[src/rtl/psum_gather.sv]
`default_nettype none
// psum_gather: round-robin collection of tag-locked PE column results into a
// first-word-fall-through FIFO that drains over a valid/ready stream.
module psum_gather #(
  parameter int DATA_WIDTH = 16,
  parameter int NUM_COL    = 10,
  parameter int FIFO_DEPTH = 4
) (
  input  logic                               clk,
  input  logic                               rstn,
  input  logic                               flush,
  input  logic [NUM_COL-1:0]                 tag_locks,
  input  logic [NUM_COL-1:0]                 pe_valid,
  input  logic [NUM_COL-1:0][DATA_WIDTH-1:0] pe_data,
  output logic [NUM_COL-1:0]                 pe_ack,
  output logic                               out_valid,
  output logic [DATA_WIDTH-1:0]              out_data,
  output logic [$clog2(NUM_COL):0]           out_tag,
  input  logic                               out_ready,
  output logic [$clog2(FIFO_DEPTH):0]        count,
  output logic                               busy
);
  localparam int ARB_W = (NUM_COL > 1) ? $clog2(NUM_COL) : 1;
  localparam int TAG_W = $clog2(NUM_COL) + 1;
  localparam int PTR_W = $clog2(FIFO_DEPTH);
  localparam int CNT_W = PTR_W + 1;

  logic [ARB_W-1:0]      ptr_q, ptr_d;
  logic [PTR_W-1:0]      wr_q, wr_d, rd_q, rd_d;
  logic [CNT_W-1:0]      cnt_q, cnt_d;
  logic [DATA_WIDTH-1:0] mem_data_q [FIFO_DEPTH];
  logic [TAG_W-1:0]      mem_tag_q  [FIFO_DEPTH];

  logic [NUM_COL-1:0]    req;
  logic                  grant_found;
  logic [ARB_W-1:0]      grant_idx;
  logic [ARB_W:0]        scan;
  logic                  push, pop;

  assign req = pe_valid & tag_locks;

  // Scan columns ptr, ptr+1, ... modulo NUM_COL; the first eligible one wins.
  always_comb begin
    grant_found = 1'b0;
    grant_idx   = '0;
    scan        = '0;
    for (int k = 0; k < NUM_COL; k++) begin
      scan = {1'b0, ptr_q} + (ARB_W+1)'(k);
      if (scan >= (ARB_W+1)'(NUM_COL)) begin
        scan = scan - (ARB_W+1)'(NUM_COL);
      end
      if (!grant_found && req[scan[ARB_W-1:0]]) begin
        grant_found = 1'b1;
        grant_idx   = scan[ARB_W-1:0];
      end
    end
  end

  // A same-cycle pop never frees a slot for the push.
  assign push = grant_found && (cnt_q < CNT_W'(FIFO_DEPTH)) && !flush;
  assign pop  = out_valid && out_ready && !flush;

  always_comb begin
    pe_ack = '0;
    if (push) begin
      pe_ack[grant_idx] = 1'b1;
    end
  end

  always_comb begin
    ptr_d = ptr_q;
    wr_d  = wr_q;
    rd_d  = rd_q;
    cnt_d = cnt_q + CNT_W'(push) - CNT_W'(pop);
    if (push) begin
      wr_d  = wr_q + PTR_W'(1);
      ptr_d = (grant_idx == ARB_W'(NUM_COL - 1)) ? '0 : grant_idx + ARB_W'(1);
    end
    if (pop) begin
      rd_d = rd_q + PTR_W'(1);
    end
    if (flush) begin
      ptr_d = '0;
      wr_d  = '0;
      rd_d  = '0;
      cnt_d = '0;
    end
  end

  always_ff @(posedge clk or negedge rstn) begin
    if (!rstn) begin
      ptr_q <= '0;
      wr_q  <= '0;
      rd_q  <= '0;
      cnt_q <= '0;
      for (int i = 0; i < FIFO_DEPTH; i++) begin
        mem_data_q[i] <= '0;
        mem_tag_q[i]  <= '0;
      end
    end else begin
      ptr_q <= ptr_d;
      wr_q  <= wr_d;
      rd_q  <= rd_d;
      cnt_q <= cnt_d;
      if (push) begin
        mem_data_q[wr_q] <= pe_data[grant_idx];
        mem_tag_q[wr_q]  <= TAG_W'(grant_idx);
      end
    end
  end

  assign count     = cnt_q;
  assign out_valid = (cnt_q != '0);
  assign out_data  = mem_data_q[rd_q];
  assign out_tag   = mem_tag_q[rd_q];
  assign busy      = (cnt_q != '0) || (req != '0);

endmodule
`default_nettype wire

[config.mk]
export PLATFORM = sky130hd
export DESIGN_NAME = psum_gather
export DESIGN_NICKNAME = d
export VERILOG_FILES = /design/src/rtl/psum_gather.sv
export SDC_FILE = /design/constraint.sdc
export NUM_CORES = 1
export LEC_CHECK = 0
export CAP_MARGIN = 20
export CORE_ASPECT_RATIO = 0.9
export CORE_UTILIZATION = 47
export CTS_CLUSTER_SIZE = 40
export DETAILED_ROUTE_END_ITERATION = 6
export HOLD_SLACK_MARGIN = 0.08
export PLACE_DENSITY = 0.85
export SLEW_MARGIN = 10
export SYNTH_ARGS = -nofsm -noshare
export SYNTH_HDL_FRONTEND = slang
export SYNTH_SLANG_ARGS = --single-unit
[constraint.sdc]
create_clock -name clk -period 5.6 [get_ports clk]
set_clock_uncertainty 0.15 [all_clocks]
set_input_delay 0.84 -clock clk [delete_from_list [all_inputs] [get_ports clk]]
set_output_delay 0.84 -clock clk [all_outputs]
set_load 0.1 [all_outputs]
==> impl_metrics.tcl <==
set metrics [dict create \
    result_of_the_run "finished, final reports clean" \
    netlist_instances 986 \
    layout.filler_cells 1418 \
    cts-htree-levels 3 \
    detail_route.drc_violations 0 \
    portBuffers 218 \
    hold_path_class "in2async" \
    maximum_number_of_pins_on_one_net_before_global_route_repair 84 \
    total_die_area_mm2 0.0206 \
    clock.fmax_ghz 0.179 \
    synth-edff-count 0 \
    die_h_um 136 \
    final_core_utilization_pct 66.0 \
    n_antenna_cell 0 \
    arrival_worst_endpoint_ns 4.59 \
    dieWidth_um 151 \
    finalSetupViolCount 0 \
    synth_fp_nets 1199 \
    grt_overflow_total 0 \
    netlist.top_cell.by_area "sky130_fd_sc_hd__dfrtp_1" \
    cts_tree "built" \
    finish.net_count 1431 \
    gp_congestion 1.01 \
    initial_utilization_pct 48.5 \
    synth_top_area_share_pct 24.2 \
    drt_iter0_markers 1039 \
    fin_crit_ns 5.58 \
    tightestPinTransition_ns 1.06 \
    synth-warning-count 0 \
    drt-pass1-iter-count 6 \
    vias 9488 \
    netlist_top_cells_count "sky130_fd_sc_hd__nor2_1 (108), sky130_fd_sc_hd__dfrtp_1 (91), sky130_fd_sc_hd__nand2_1 (78)" \
    cts_root_buffer "sky130_fd_sc_hd__clkbuf_16" \
    cts-root-to-sink-buffers 2 \
    ant_nets 0 \
    setup.worst_path.start_class "input pin" \
    synth_area_leaders "sky130_fd_sc_hd__dfrtp_1 (24%), sky130_fd_sc_hd__mux2_2 (6.6%), sky130_fd_sc_hd__mux4_2 (5.5%)" \
    clk_latency_ns 0.34 \
    grt_antenna_before_repair 0 \
    avgViaCountPerCell 6.44 \
    hpwl_um 25000 \
    timing.critical_path.to_type "output pin" \
    final.period_utilization_pct 99.6 \
    cts_buffers 9 \
    via_count_of_the_first_global_routing_pass 9253 \
    synth_seq_cells 91 \
    first_pass_grt_wire_length_um 50700 \
    relSlewSlack_pct 29.1 \
    track_usage_pct 32.1 \
    cts_num_sinks 91 \
    core_area_mm2 0.0194 \
    postSynth.topFlopCell "sky130_fd_sc_hd__dfrtp_1" \
    cts.reportedPaths.clkPinSlew_ns 0.07 \
    synth.most_common_cell "sky130_fd_sc_hd__nor2_1" \
    crit_path_max_fanout 8 \
    synth_async_sr_flop_share_pct 100 \
    final_max_slew_viol_count 0 \
    io-pin-count 220 \
    distinct_cells_synth 104 \
    postRouteWirelength_um 33600 \
    timing_worst_setup_path_type "in2out" \
    drv_cap 0 \
    hold_buf_cts 0 \
    post_drt_wl_per_cell_um 22.8 \
    data_required_time_of_the_worst_path_ns 4.61 \
    synthesis.area_per_instance_um2 9.54 \
    hold_viol_final 0 \
    area.growth.synth_to_final_pct 36.0 \
    share_of_layout_cells_above_drive_strength_1_pct 25.7 \
    yosysSeqAreaShare_pct 24.2 \
    synth.cell_area_mm2 0.00941 \
    placementRows 48 \
]
layout make-up:
type                       count  area [um2]  share of cell area (%)
tap                          250         313                    2.44
inverter                      43         169                    1.32
sequential                    91        2280                    17.8
clock inverter                 5        42.5                   0.333
multi-input combinational    784        6870                    53.7
clock buffer                  11         253                    1.98
timing repair buffer         289        2870                    22.4
timing repair:
action	in CTS	in global routing
cloned	0	0
setup endpoints to repair	10	46
setup buffers	2	7
pin swaps	1	8
gates resized for setup	5	41
flip-flops by register name, summed over array words and instances (netlist names):
register and cells:
mem_tag_q 16, ptr_q 4, mem_data_q 64, rd_q 2
count 3, wr_q 2
critical path: stages:
cell and delay, ns:
sky130_fd_sc_hd__clkdlybuf4s50_1 0.48, sky130_fd_sc_hd__nand2_1 0.09, sky130_fd_sc_hd__o21ai_0 0.60, sky130_fd_sc_hd__o211ai_1 0.45, sky130_fd_sc_hd__and2_4 0.28, sky130_fd_sc_hd__buf_4 0.15, sky130_fd_sc_hd__a311o_1 0.36, sky130_fd_sc_hd__a311oi_1 0.28
sky130_fd_sc_hd__o32ai_1 0.13, sky130_fd_sc_hd__a22o_2 0.35, sky130_fd_sc_hd__nand2b_2 0.26, sky130_fd_sc_hd__nor2_4 0.13, sky130_fd_sc_hd__buf_12 0.18
kinds of logic (layout without fill, tap and decap cells):
logic type | after synthesis | after routing | share of synthesized area, %
simple gates | 299 | 299 | 15.7
compound gates | 328 | 328 | 32.3
fa+ha+maj | 29 | 29 | 4.02
flops | 91 | 91 | 24.2
other cells | 1 | 1 | 0.0399
buf+inv | 111 | 348 | 6.15
xor+xnor | 20 | 20 | 2.34
mux | 107 | 107 | 15.2
layout by cell type, fill, tap and decap left out, drive strengths merged, types with 5 or more instances in the layout:
cell	Yosys	routed
clkdlybuf4s50	0	207
nor2	109	109
dfrtp	91	91
buf	40	82
nand2	78	78
a31oi	69	69
mux2	55	55
inv	43	46
o21ai	38	38
a21oi	37	37
mux2i	29	29
a211oi	29	29
ha	27	27
nand3	26	26
mux4	23	23
o211ai	20	20
a2111oi	19	19
a221oi	18	18
a2bb2oi	18	18
xnor2	16	16
clkbuf	28	11
and2	11	11
o21a	9	9
nand4	9	9
nand2b	9	9
a21o	9	9
nand3b	8	8
and3	7	7
nor3	6	6
nor4	6	6
o2111ai	5	5
or2	5	5
routing by layer:
| layer | global-route usage [%] | vias up | part of all wire (%) |
|---|---|---|---|
| met5 | 0 | - | 0 |
| met4 | 10.4 | 0 | 3.0 |
| met3 | 5.84 | 107 | 9.5 |
| met2 | 51.2 | 574 | 47 |
| met1 | 43.7 | 4568 | 41 |
| li1 | - | 4239 | - |
path summary, 6_finish.rpt:
path                                                start  cells past startpoint                          to  slack (ns)
worst max-delay path                         tag_locks[8]                     13                   pe_ack[3]        0.02
worst min-delay path                                 rstn                      1   mem_data_q[6]$_DFFE_PN0P_        0.15
worst max register to register       ptr_q[1]$_DFFE_PN0P_                     18  mem_data_q[63]$_DFFE_PN0P_        0.25
worst min register to register  mem_tag_q[15]$_DFFE_PN0P_                      2   mem_tag_q[15]$_DFFE_PN0P_        0.34
max in group asynchronous                            rstn                      3  mem_data_q[49]$_DFFE_PN0P_        4.13
min in group clk                mem_tag_q[15]$_DFFE_PN0P_                      2   mem_tag_q[15]$_DFFE_PN0P_        0.34
stage by stage:
| stage | area, um2 | cells | hold slack [ns] | setup TNS, ns | setup WS, ns |
|---|---|---|---|---|---|
| CTS | 12500 | 1464 | 0.155 | 0 | 0.0202 |
| global placement | 12200 | 1446 | 0.307 | 0 | 0.0717 |
| detailed placement | 12200 | 1446 | 0.322 | 0 | 0.0280 |
| global route | 12800 | 1473 | 0.162 | -0.0879 | -0.0284 |
| floorplan | 9520 | 986 | 0.295 | 0 | 0.0207 |
| finish | 12800 | 1473 | 0.154 | 0 | 0.0212 |
Power is left out: the tool's default activity adds up to more than one toggle a clock period on the data nets, which glitch-free logic cannot reach.
